--- src/rtl/ctrl_pkg.sv ---
// Shared definitions for the microprocessor control sequencer.
// Latency: n/a (types and constants only).
// Backpressure: n/a.
package ctrl_pkg;

  // Opcodes carried in the IR high nibble
  localparam logic [3:0] OPC_LDA = 4'b0000;
  localparam logic [3:0] OPC_ADD = 4'b0001;
  localparam logic [3:0] OPC_SUB = 4'b0010;
  localparam logic [3:0] OPC_NOP = 4'b0110;
  localparam logic [3:0] OPC_OUT = 4'b1110;
  localparam logic [3:0] OPC_HLT = 4'b1111;

  // Encoding matches the debug TState value: T1..T6 = 1..6, HALT = 0
  typedef enum logic [2:0] {
    ST_HALT = 3'd0,
    ST_T1   = 3'd1,
    ST_T2   = 3'd2,
    ST_T3   = 3'd3,
    ST_T4   = 3'd4,
    ST_T5   = 3'd5,
    ST_T6   = 3'd6
  } tstate_e;

  // One control word: every datapath strobe on the internal bus
  typedef struct packed {
    logic inc_pc;
    logic en_pc;
    logic load_mar;
    logic en_ram;
    logic load_ir;
    logic en_ir;
    logic load_acc;
    logic en_acc;
    logic load_b;
    logic en_alu;
    logic sub;
    logic load_out;
  } cw_t;

  localparam cw_t CW_IDLE = '0;

  // True for opcodes that do nothing in T4..T6 (everything not decoded)
  function automatic logic opc_is_nop(input logic [3:0] opc);
    return !(opc == OPC_LDA || opc == OPC_ADD || opc == OPC_SUB ||
             opc == OPC_OUT || opc == OPC_HLT);
  endfunction

endpackage

--- src/rtl/tstate_ring.sv ---
// T-state ring counter T1..T6 with HALT override and early-retire return to T1.
// Latency: one state per rising clock edge; HALT entered on the edge leaving T3.
// Backpressure: none; HALT is sticky until asynchronous reset.
import ctrl_pkg::*;

module tstate_ring (
  input  logic    i_clk,
  input  logic    i_rst_n,
  input  logic    i_halt_req,
  input  logic    i_retire,
  output tstate_e o_state
);

  tstate_e r_state;
  tstate_e w_next;

  // State register; reset aborts any instruction and restarts at T1
  always_ff @(posedge i_clk or negedge i_rst_n) begin
    if (!i_rst_n) r_state <= ST_T1;
    else          r_state <= w_next;
  end

  // Next state: plain ring, HALT override out of T3, early return to T1
  always_comb begin
    w_next = r_state;
    case (r_state)
      ST_T1:   w_next = ST_T2;
      ST_T2:   w_next = ST_T3;
      ST_T3:   w_next = i_halt_req ? ST_HALT : ST_T4;
      ST_T4:   w_next = ST_T5;
      ST_T5:   w_next = ST_T6;
      ST_T6:   w_next = ST_T1;
      ST_HALT: w_next = ST_HALT;
      default: w_next = ST_T1;
    endcase
    if (i_retire && r_state != ST_HALT) w_next = ST_T1;
  end

  assign o_state = r_state;

endmodule

--- src/rtl/control_sequencer.sv ---
// Microprocessor controller: T-state ring plus opcode decode driving all IB strobes.
// Latency: 6 cycles per instruction (CTRL_EARLY_RETIRE_EN shortens LDA to 5, OUT/NOP to 4).
// Backpressure: none; HALT holds all strobes low until invMainReset.
import ctrl_pkg::*;

module control_sequencer #(
  parameter int OPC_W    = 4,
  parameter int T_STATES = 6
) (
  input  logic             MainClock,
  input  logic             invMainReset,
  input  logic [OPC_W-1:0] Opcode,
  output logic             IncPC,
  output logic             EnPC,
  output logic             LoadMAR,
  output logic             EnRAM,
  output logic             LoadIR,
  output logic             EnIR,
  output logic             LoadAcc,
  output logic             EnAcc,
  output logic             LoadB,
  output logic             EnALU,
  output logic             Sub,
  output logic             LoadOut,
  output logic             Halt,
  output logic [2:0]       TState
);

  if (T_STATES != 6) begin : g_bad_t_states
    $error("control_sequencer: T_STATES must be 6");
  end

  tstate_e          w_state;
  logic [OPC_W-1:0] r_op_q;
  logic             w_halt_req;
  logic             w_retire;
  cw_t              w_cw;
  cw_t              w_cw_out;

  assign w_halt_req = (Opcode == OPC_W'(OPC_HLT));

  tstate_ring u_ring (
    .i_clk      (MainClock),
    .i_rst_n    (invMainReset),
    .i_halt_req (w_halt_req),
    .i_retire   (w_retire),
    .o_state    (w_state)
  );

  // Latch the opcode on the edge leaving T3; held through T6
  always_ff @(posedge MainClock or negedge invMainReset) begin
    if (!invMainReset)         r_op_q <= OPC_W'(OPC_NOP);
    else if (w_state == ST_T3) r_op_q <= Opcode;
  end

  // Control word decode from state and latched opcode
  always_comb begin
    w_cw = CW_IDLE;
    case (w_state)
      ST_T1: begin w_cw.en_pc = 1'b1; w_cw.load_mar = 1'b1; end
      ST_T2: w_cw.inc_pc = 1'b1;
      ST_T3: begin w_cw.en_ram = 1'b1; w_cw.load_ir = 1'b1; end
      ST_T4: begin
        if (r_op_q == OPC_W'(OPC_LDA) || r_op_q == OPC_W'(OPC_ADD) ||
            r_op_q == OPC_W'(OPC_SUB)) begin
          w_cw.en_ir    = 1'b1;
          w_cw.load_mar = 1'b1;
        end else if (r_op_q == OPC_W'(OPC_OUT)) begin
          w_cw.en_acc   = 1'b1;
          w_cw.load_out = 1'b1;
        end
      end
      ST_T5: begin
        if (r_op_q == OPC_W'(OPC_LDA)) begin
          w_cw.en_ram   = 1'b1;
          w_cw.load_acc = 1'b1;
        end else if (r_op_q == OPC_W'(OPC_ADD) || r_op_q == OPC_W'(OPC_SUB)) begin
          w_cw.en_ram = 1'b1;
          w_cw.load_b = 1'b1;
        end
      end
      ST_T6: begin
        if (r_op_q == OPC_W'(OPC_ADD) || r_op_q == OPC_W'(OPC_SUB)) begin
          w_cw.en_alu   = 1'b1;
          w_cw.load_acc = 1'b1;
          w_cw.sub      = (r_op_q == OPC_W'(OPC_SUB));
        end
      end
      default: w_cw = CW_IDLE;
    endcase
  end

  // Early retire: skip the idle tail of LDA (after T5) and OUT/NOP (after T4)
`ifdef CTRL_EARLY_RETIRE_EN
  assign w_retire = (w_state == ST_T5 && r_op_q == OPC_W'(OPC_LDA)) ||
                    (w_state == ST_T4 && (r_op_q == OPC_W'(OPC_OUT) ||
                                          opc_is_nop(4'(r_op_q))));
`else
  assign w_retire = 1'b0;
`endif

  // Reset gates the outputs directly so no strobe leaks while it is asserted
  assign w_cw_out = invMainReset ? w_cw : CW_IDLE;
  assign Halt     = invMainReset && (w_state == ST_HALT);
  assign TState   = invMainReset ? 3'(w_state) : 3'd1;

  assign IncPC   = w_cw_out.inc_pc;
  assign EnPC    = w_cw_out.en_pc;
  assign LoadMAR = w_cw_out.load_mar;
  assign EnRAM   = w_cw_out.en_ram;
  assign LoadIR  = w_cw_out.load_ir;
  assign EnIR    = w_cw_out.en_ir;
  assign LoadAcc = w_cw_out.load_acc;
  assign EnAcc   = w_cw_out.en_acc;
  assign LoadB   = w_cw_out.load_b;
  assign EnALU   = w_cw_out.en_alu;
  assign Sub     = w_cw_out.sub;
  assign LoadOut = w_cw_out.load_out;

endmodule

--- config.mk ---
export PLATFORM = sky130hd
export DESIGN_NAME = control_sequencer
export DESIGN_NICKNAME = d
export VERILOG_FILES = /design/src/rtl/ctrl_pkg.sv /design/src/rtl/tstate_ring.sv /design/src/rtl/control_sequencer.sv
export SDC_FILE = /design/constraint.sdc
export NUM_CORES = 1
export LEC_CHECK = 0
export BUFFER_PORTS_ARGS = -buffer_cell sky130_fd_sc_hd__buf_2
export CAP_MARGIN = 0
export CORE_AREA = 2 2 39 41
export DETAILED_ROUTE_END_ITERATION = 12
export DIE_AREA = 0 0 41 43
export PLACE_DENSITY_LB_ADDON = 0.2
export SLEW_MARGIN = 20
export SYNTH_ARGS = -nofsm -noshare
export SYNTH_HDL_FRONTEND = slang
export SYNTH_HIERARCHICAL = 1
export SYNTH_SLANG_ARGS = --single-unit
--- constraint.sdc ---
create_clock -name MainClock -period 2.7 [get_ports MainClock]
set_input_delay 0.54 -clock MainClock [delete_from_list [all_inputs] [get_ports MainClock]]
set_output_delay 0.54 -clock MainClock [all_outputs]
set_load 0.03 [all_outputs]
==> results of run 1 <==
==> critical path: cells and delay by family, from the launching register on <==
kind                   cells  cell delay, ns
DFF                        1            0.54
buffers and inverters      1            0.18
and+or+nand+nor            3            0.65
==> state kept, by name, indices dropped and copies added (netlist names) <==
name and count:
r_op_q 4, u_ring/o_state 3
==> how the worst max path moves through the flow <==
stage	from	endpoint	slack (ns)	depth (start not counted)
floorplan	invMainReset	LoadMAR	0.08	3
global placement	invMainReset	LoadMAR	0.59	5
detailed placement	invMainReset	LoadMAR	0.61	5
CTS	u_ring/o_state[2]$_DFF_PN0_	LoadMAR	0.54	4
global route	u_ring/o_state[2]$_DFF_PN0_	LoadMAR	0.39	4
finish	u_ring/o_state[2]$_DFF_PN0_	LoadMAR	0.54	4
==> layout make-up <==
| cell class | count | area [um^2] |
|---|---|---|
| well taps | 16 | 20.02 |
| multi-input cells | 44 | 295.3 |
| flip-flops and latches | 7 | 178.9 |
| repair buffers | 21 | 105.1 |
| inverters | 1 | 3.754 |
| fillers | 144 | 754.5 |
| clock buffers | 4 | 26.28 |
==> logic make-up after synthesis <==
| logic type | count (synthesis) | share of synthesized area |
|---|---|---|
| and+or+nand+nor | 30 | 0.4137 |
| other | 1 | 0.007846 |
| buffers and inverters | 2 | 0.02356 |
| muxes | 4 | 0.09423 |
| AOI/OAI and AO/OA | 7 | 0.08637 |
| DFF | 7 | 0.3744 |
==> cell usage in the layout, fill, tap and decap left out <==
cell,netlist,routed
buf_2,0,21
nor2_1,5,5
mux2_2,4,4
dfrtp_1,4,4
nand2_1,3,3
clkbuf_4,0,3
dfstp_2,3,3
conb_1,1,3
a21oi_1,3,3
and2_1,2,2
nor4b_1,2,2
nand4b_1,2,2
o22ai_1,2,2
nor2b_1,2,2
nand2b_1,2,2
inv_2,1,1
nor4bb_1,1,1
and3_1,1,1
or2_1,1,1
nand3b_1,1,1
o21ai_0,1,1
and4_2,1,1
or2b_1,1,1
nor3b_1,1,1
nor4_1,1,1
and4_1,1,1
clkbuf_1,0,1
or3b_1,1,1
a21oi_2,1,1
nor3_1,1,1
nand4bb_1,1,1
==> per-layer routing <==
| layer | up-vias | track usage | share of wire |
|---|---|---|---|
| li1 | 240 | - | - |
| met1 | 197 | 0.1672 | 0.46 |
| met2 | 12 | 0.2031 | 0.46 |
| met3 | 2 | 0.03141 | 0.056 |
| met4 | 0 | 0.08000 | 0.021 |
| met5 | - | 0 | 0 |
==> power breakdown <==
group	internal, mW	switching [mW]
combinational	0.122	0.152
sequential	0.172	0.0831
clock	0.0562	0.0354
==> metrics by stage <==
stage | power, mW | cell area (um^2)
detailed placement | 0.5296 | 603.1
floorplan | 0.4534 | 485.5
CTS | 0.6240 | 629.4
finish | 0.6209 | 629.4
global placement | 0.5251 | 603.1
global route | 0.6750 | 629.4
==> metrics, run 1 <==
reg-to-reg critical path endpoint=r_op_q[0]$_DFFE_PN0N_; WL final=1.010 mm; Hold-fix buffers, CTS=0; max-cap violations=0; Hold WC Path Type=in2async; Post-Syn Instances=51; fmax=0.4636 GHz; vias in the first global route=374; critical path launch point type=register; Seq/Total Area, Yosys=0.3743; Die Width=41 um; fin. max-slew vios=0; Initial Util=0.3454; Setup TNS=0 ns; YS warnings=6; die area=1763 um^2; row count=14; R2R depth=2; CP cell instances=nor4bb_1, and3_1, or2_1, buf_2; top-area cell type share of the netlist area=0.2094; # IOs=22; CP Class=reg2out; die height=43 um; TritonCTS clock tree=built; Layout Nets=84; number of flops mapped to enable cells by yosys=0; fin cells=93; crit end category=output pin; unrepaired setup endpoints after global routing=no; most frequent cell after synthesis=nor2_1; Setup Buffers After CTS=0; Yosys top cell by area=dfrtp_1; top post-synthesis cells by count=5 x nor2_1, 4 x dfrtp_1, 4 x mux2_2; worst hold slack=0.1604 ns; CTS buffer count=3; GPL Wtd Cong=0.6982; Worst-Skew Late Latency=0.24 ns; max incr delay on CP=0.54 ns; Main synth FF type=dfrtp_1; pre-CTS worst setup slack=0.6068 ns; total track usage=0.1352; Netlist Area Pre-Place=478.0 um^2; hpwl dp=752.9 um; core area=1384 um^2; router iterations before antenna repair=4; # setup viols final=0; drt drc=0; Synth async-reset ratio=1.000; LEAKAGE=0.2997 nW; via count=451; Synth cell types=29; initial antenna violation count=0; pin count of the biggest net entering global routing=15; period utilization=0.7989; port buffer count=21; antenna cells=0; CP Data Required Time=2.16 ns; Area contributors post-synth=dfrtp_1 21%, dfstp_2 16%, mux2_2 9.4%; Fin. Hold Viols=0; clock root buffer=clkbuf_4; Bufs on Longest Clock Path=2; FF-to-FF Start=u_ring/o_state[0]$_DFF_PN1_; smallest setup slack after layout=0.5430 ns; Detailed Route Iter0 Violations=7; R2R Setup Slk=1.34 ns; CTS H-tree depth=1; post-CTS resize count=0; placed cell count=89; Fin Clk Skew=0.0009207 ns; fraction of layout cells with a size suffix above 1=0.4416; DR vias/cell=4.849; worst endpoint data arrival time=1.62 ns; minimum clock period=2.157 ns; Clock Pin Slew Worst Setup and Hold Paths=0.05 ns; crit-path max FO=13; Syn-to-layout area delta=31.68%; gr ovfl total=0; outcome=finished, final reports clean; Seq cells post-synth=7; Worst VDD drop=0.3416 mV; clock sink count=7; Routed wire per std cell=10.86 um; PwrDens=986.6 nW/um^2; ANT nets after route=0; final core occ=0.4548; Slowest cell on crit path=dfrtp_1; first-pass GRT wire length=1.593 mm; Syn Area/Cell=9.372 um^2
(Power assumes the default switching activity.)
==> inputs of run 2 (changes only) <==
--- a/config.mk
+++ b/config.mk
@@ -5,6 +5,7 @@
 export SDC_FILE = /design/constraint.sdc
 export NUM_CORES = 1
 export LEC_CHECK = 0
+export ABC_AREA = 1
 export BUFFER_PORTS_ARGS = -buffer_cell sky130_fd_sc_hd__buf_2
 export CAP_MARGIN = 0
 export CORE_AREA = 2 2 39 41
==> constraint.sdc (replaced) <==
create_clock -name MainClock -period 2.1 [get_ports MainClock]
set_input_delay 0.42 -clock MainClock [delete_from_list [all_inputs] [get_ports MainClock]]
set_output_delay 0.42 -clock MainClock [all_outputs]
set_load 0.03 [all_outputs]
==> run 2 against run 1 <==
  * Clock skew hardly changed
  * Highest routed layer unchanged
  * Largest cell class unchanged
  * Clock power is 27% higher
  * Area after synthesis is 8.6% higher
  * Sequential cell count stayed put
  * Worst hold slack worse by 0.13 ns
==> metrics, run 2 <==
reg-to-reg critical path endpoint=r_op_q[0]$_DFFE_PN0N_; Pwr Total=0.8878 mW (+43%); fin. max-slew vios=0 (unchanged); Post-Synth Simple-Gate Area=0.4289 (+0.01530); CP Class=reg2out; Layout Nets=115 (+37%); CTS H-tree depth=1 (unchanged); placed cell area=636.9 um^2 (+5.6%); post-CTS resize count=0 (unchanged); most frequent cells in the layout=23 x nand2_1, 21 x buf_2, 17 x inv_1; row count=14 (unchanged); core area=1384 um^2 (unchanged); pin count of the biggest net entering global routing=14 (-1); max FFs per register=4 (unchanged); CTS buffer count=3 (unchanged); Netlist Area Pre-Place=519.2 um^2 (+8.6%); number of flops mapped to enable cells by yosys=0 (unchanged); via count=554 (+23%); Hold-fix buffers, CTS=0 (unchanged); unrepaired setup endpoints after global routing=no; largest family of logic cells by synthesized area=simple AND/OR/NAND/NOR gates; Area contributors post-synth=dfrtp_1 19%, nand2_1 17%, dfstp_2 15%; gr ovfl total=0 (unchanged); Detailed Route Iter0 Violations=4 (-3); Seq/Total Area, Yosys=0.3446 (-0.02977); Buf/Inv on CP=2 (+1); crit end category=output pin; Hold WC Path Type=in2async; Yosys top cell by area=dfrtp_1; max-cap violations=0 (unchanged); router iterations before antenna repair=2 (-2); critical path launch point type=register; post-route cell area=663.1 um^2 (+5.4%); ANT nets after route=0 (unchanged); vias in the first global route=479 (+28%); most frequent cell after synthesis=nand2_1; Setup TNS=0 ns (unchanged); Syn Area/Cell=6.182 um^2 (-34%); # IOs=22 (unchanged); Initial Util=0.3752 (+0.02984); die height=43 um (unchanged); Routed wire per std cell=9.024 um (-17%); WL final=1.119 mm (+11%); # setup viols final=0 (unchanged); fmax=0.5290 GHz; Slowest cell on crit path=dfstp_2; max incr delay on CP=0.63 ns (+0.09 ns); minimum clock period=1.890 ns; most common library cell in the layout ignoring fill and taps=nand2_1; Worst VDD drop=0.4624 mV (+35%); Setup Buffers After CTS=0 (unchanged); Bufs on Longest Clock Path=2 (unchanged); CP Data Required Time=1.68 ns (-0.48 ns); CP cell instances=inv_2, nor2_1, nand2_1, o21ai_1, buf_2; drt drc=0 (unchanged); top post-synthesis cells by count=23 x nand2_1, 17 x inv_1, 9 x nor2_1; Worst-Skew Late Latency=0.24 ns (about the same); top-area cell type share of the netlist area=0.1928 (-0.01665); antenna cells=0 (unchanged); R2R Setup Slk=0.96 ns (-0.38 ns); clock sink count=7 (unchanged); hpwl dp=952.2 um (+26%); Seq cells post-synth=7 (unchanged); YS warnings=6 (unchanged); R2R depth=2 (unchanged); Syn-to-layout area delta=27.71%; Compound-Gate Fraction of Synth Area=0.06747 (-0.01892); port buffer count=21 (unchanged); pre-CTS worst setup slack=0.3664 ns (-0.2405 ns); GPL Wtd Cong=0.7640 (+9.4%); FF-to-FF Start=u_ring/o_state[0]$_DFF_PN1_; clock root buffer=clkbuf_4; die area=1763 um^2 (unchanged); LEAKAGE=0.4194 nW (+40%); period utilization=0.9002; Fin. Hold Viols=0 (unchanged); DR vias/cell=4.468 (-7.9%); worst endpoint data arrival time=1.47 ns (-0.15 ns); Post-Syn Instances=84 (+65%); Biggest register=r_op_q; outcome=finished, final reports clean; TritonCTS clock tree=built; total track usage=0.1633 (+0.02812); Synth async-reset ratio=1.000 (unchanged); XOR/XNOR Fraction of Synth Area=0 (unchanged); fraction of layout cells with a size suffix above 1=0.3241 (-0.1175); multiplexer share of the synthesized area=0 (-0.09424); Fin Clk Skew=0.0006535 ns (-0.0002671 ns); final core occ=0.4792 (+0.02441); Main synth FF type=dfrtp_1; initial antenna violation count=0 (unchanged); family with the most delay on the worst path=flip-flops; Layout fillers=160 (+11%); Die Width=41 um (unchanged); first-pass GRT wire length=1.876 mm (+18%); Synthesized Nets=90; smallest setup slack after layout=0.2096 ns (-0.3334 ns); Synth cell types=18 (-38%); PwrDens=1339 nW/um^2 (+36%); Post-Synth Adder-Cell Area=0 (unchanged); Clock Pin Slew Worst Setup and Hold Paths=0.05 ns (about the same); crit-path max FO=9 (-4)
## run 2: cell types whose count changed after synthesis, sizes merged, moves of 4 or more
cell,delta
inv,+18
mux2,-4
nand2,+22
nand3,+6
nor2,+6
nor3,+4
o21ai,+4
## run 2: worst register-to-register path, stage by stage, from the launching register on
cell and delay [ns]:
dfstp_2 0.63, nand3_2 0.19, a21oi_1 0.23
## run 2: final cells by class
cell class | count | area, um^2 | share of cell area
Sequential cell | 7 | 178.9 | 0.2698
Multi-Input combinational cell | 57 | 261.5 | 0.3943
Inverter | 19 | 71.32 | 0.1075
Timing Repair Buffer | 21 | 105.1 | 0.1585
Clock buffer | 4 | 26.28 | 0.03962
Tap cell | 16 | 20.02 | 0.03019
## run 2: power breakdown
group          internal (mW)  leakage, nW  total, mW  switching, mW
combinational          0.142        0.324      0.454          0.313
clock                 0.0721       0.0150      0.116         0.0438
sequential             0.220       0.0808      0.317         0.0973
## run 2: layer usage
layer	GRT usage	up-vias	share of wire
li1	-	303	-
met1	0.1860	228	0.44
met2	0.2531	19	0.48
met3	0.04712	4	0.066
met4	0.1000	0	0.021
met5	0	-	0
## run 2: stage by stage
step	hold slack [ns]	cells
4_1_cts	0.03157	124
5_1_grt	0.03211	124
2_1_floorplan	0.1244	84
6_report	0.03153	124
3_5_place_dp	0.2933	120
3_3_place_gp	0.2905	120
## run 2: cells by family after synthesis
family	Yosys count
buffers and inverters	20
AO/OA/AOI/OAI	7
other	1
flip-flops	7
AND/OR/NAND/NOR	49
## run 2: how the worst max path moves through the flow
stage / from / to / slack (ns) / cells after the start
CTS: u_ring/o_state[0]$_DFF_PN1_ / EnRAM / 0.21 / 5
detailed placement: invMainReset / LoadOut / 0.37 / 6
global placement: invMainReset / LoadMAR / 0.38 / 6
finish: u_ring/o_state[0]$_DFF_PN1_ / EnRAM / 0.21 / 5
global route: u_ring/o_state[0]$_DFF_PN1_ / EnRAM / 0.11 / 5
floorplan: u_ring/o_state[2]$_DFF_PN0_ / LoadOut / 0.23 / 5
==> inputs of run 3 (changes only) <==
--- a/config.mk
+++ b/config.mk
@@ -5,7 +5,7 @@
 export SDC_FILE = /design/constraint.sdc
 export NUM_CORES = 1
 export LEC_CHECK = 0
-export ABC_AREA = 1
+export ABC_AREA = 0
 export BUFFER_PORTS_ARGS = -buffer_cell sky130_fd_sc_hd__buf_2
 export CAP_MARGIN = 0
 export CORE_AREA = 2 2 39 41
==> run 3 against run 2 <==
  * Sequential power is 6.6% higher
  * Non-clock buffer count is 1 higher
  * First-iteration DRC count is 25% higher
  * Die area stayed put
  * Register-to-register slack worse by 0.19 ns
  * Count of clock-buffer cells in the layout stayed put
  * Critical endpoint unchanged
  * Via count is 16% lower
  * Critical path type unchanged
  * Fmax is 5.4% lower
==> metrics, run 3 (synthesis gave the netlist of run 1 again) <==
outcome=finished, final reports clean; period utilization=0.9513 (+0.05113); Sw Share=0.4358 (-0.07560); PwrDens=1242 nW/um^2 (-7.3%); GPL Wtd Cong=0.7241 (-5.2%); sw power=0.3561 mW (-22%); CP Data Required Time=1.68 ns (about the same); fmax=0.5006 GHz (-5.4%); Gate power share=0.440 (-0.072); Detailed Route Iter0 Violations=5 (+1); Layout fillers=147 (-8.1%); # setup viols final=0 (unchanged); Syn-to-layout area delta=37.70%; first-pass GRT wire length=1.580 mm (-16%); die height=43 um (unchanged); Fin Clk Skew=0.006816 ns (+0.006163 ns); clock network fraction of total power=0.147 (+0.016); max FFs per register=4 (unchanged); drt drc=0 (unchanged); most common library cell in the layout ignoring fill and taps=buf_2; LEAKAGE=0.3043 nW (-27%); Layout Nets=85 (-26%); FF-to-FF Start=u_ring/o_state[0]$_DFF_PN1_; TritonCTS clock tree=built; ANT nets after route=0 (unchanged); Clock Pin Slew Worst Setup and Hold Paths=0.05 ns (about the same); critical path launch point type=register; CTS H-tree depth=1 (unchanged); reg-to-reg critical path endpoint=r_op_q[3]$_DFFE_PN0N_; total track usage=0.1392 (-0.02406); row count=14 (unchanged); Routed wire per std cell=10.82 um (+20%); Die Width=41 um (unchanged); via count=466 (-16%); Seq pwr share=0.413 (+0.055); DR vias/cell=4.957 (+11%); crit end category=output pin; crit-path max FO=12 (+3); CTS buffer count=3 (unchanged); initial antenna violation count=0 (unchanged); most frequent cells in the layout=21 x buf_2, 5 x nor2_1, 4 x mux2_2; port buffer count=21 (unchanged); CP Class=reg2out; Initial Util=0.3454 (-0.02984); Hold WC Path Type=in2async; gr ovfl total=0 (unchanged); Setup Buffers After CTS=0 (unchanged); hpwl dp=787.9 um (-17%); Bufs on Longest Clock Path=2 (unchanged); minimum clock period=1.998 ns (+0.1074 ns); fin. max-slew vios=0 (unchanged); clock root buffer=clkbuf_4; worst hold slack=0.1701 ns (+0.1385 ns); Biggest register=r_op_q; router iterations before antenna repair=4 (+2); Worst-Skew Late Latency=0.25 ns (about the same); Int Pwr=0.4611 mW (+6.3%); vias in the first global route=391 (-18%); WL final=1.017 mm (-9.1%); crit path launch=u_ring/o_state[0]$_DFF_PN1_; core area=1384 um^2 (unchanged); unrepaired setup endpoints after global routing=no; # IOs=22 (unchanged); worst endpoint data arrival time=1.58 ns (+0.11 ns); Hold-fix buffers, CTS=0 (unchanged); die area=1763 um^2 (unchanged); max-cap violations=0 (unchanged); Setup TNS=0 ns (unchanged); pin count of the biggest net entering global routing=15 (+1); clock sink count=7 (unchanged); Worst VDD drop=0.6027 mV (+30%); R2R Setup Slk=0.77 ns (-0.19 ns); R2R depth=2 (unchanged); fraction of layout cells with a size suffix above 1=0.5128 (+0.1887); Fin. Hold Viols=0 (unchanged); antenna cells=0 (unchanged)
-- run 3: cell type report --
cell class,instances,area [um^2],area share
Clock buffer,4,26.28,0.03992
Inverter,1,3.754,0.005703
Multi-Input combinational cell,44,314.1,0.4772
Sequential cell,7,181.4,0.2757
Tap cell,16,20.02,0.03042
Timing Repair Buffer,22,112.6,0.1711
-- run 3: critical path, cell delays in order (launching register included) --
cell,delay [ns]
dfstp_2,0.63
nand3b_1,0.25
o22ai_1,0.23
buf_2,0.22
-- run 3: worst max path at each step --
stage,end,slack (ns),cells past startpoint
5_1_grt,EnRAM,0.01,3
2_1_floorplan,LoadMAR,0.08,2
3_5_place_dp,LoadMAR,0.31,4
3_3_place_gp,LoadMAR,0.35,4
6_report,EnRAM,0.10,3
4_1_cts,LoadMAR,0.04,4
-- run 3: through the flow --
step                area (um^2)  setup slack [ns]  cells    util  power (mW)
floorplan                 498.0           0.08192     53       -      0.5932
global placement          623.1            0.3487     90  0.4503      0.6898
detailed placement        623.1            0.3075     90  0.4503      0.6931
CTS                       649.4           0.03658     94  0.4693      0.8163
global route              658.1          0.009880     94  0.4756      0.8884
finish                    658.1            0.1023     94  0.4756      0.8172
-- run 3: metal layers --
metal / global-route usage / vias to the layer above / wire length [um]
met2: 0.2000 / 14 / 479
li1: - / 242 / -
met1: 0.1739 / 206 / 458
met3: 0.01571 / 4 / 48
met4: 0.1200 / 0 / 30
met5: 0 / - / 0
-- run 3: repair_timing --
| action | CTS | global route |
|---|---|---|
| setup endpoints to repair | 0 | 3 |
| endpoints found under the hold margin | 0 | 0 |
| resized for setup | 0 | 3 |
-- run 3: power by group through the flow --
stage	Clock, mW	Sequential [mW]	Combinational, mW
6_report	0.120	0.338	0.359
5_1_grt	0.132	0.357	0.399
4_1_cts	0.125	0.331	0.361
3_5_place_dp	0	0.333	0.360
3_3_place_gp	0	0.329	0.361
2_1_floorplan	0	0.303	0.290
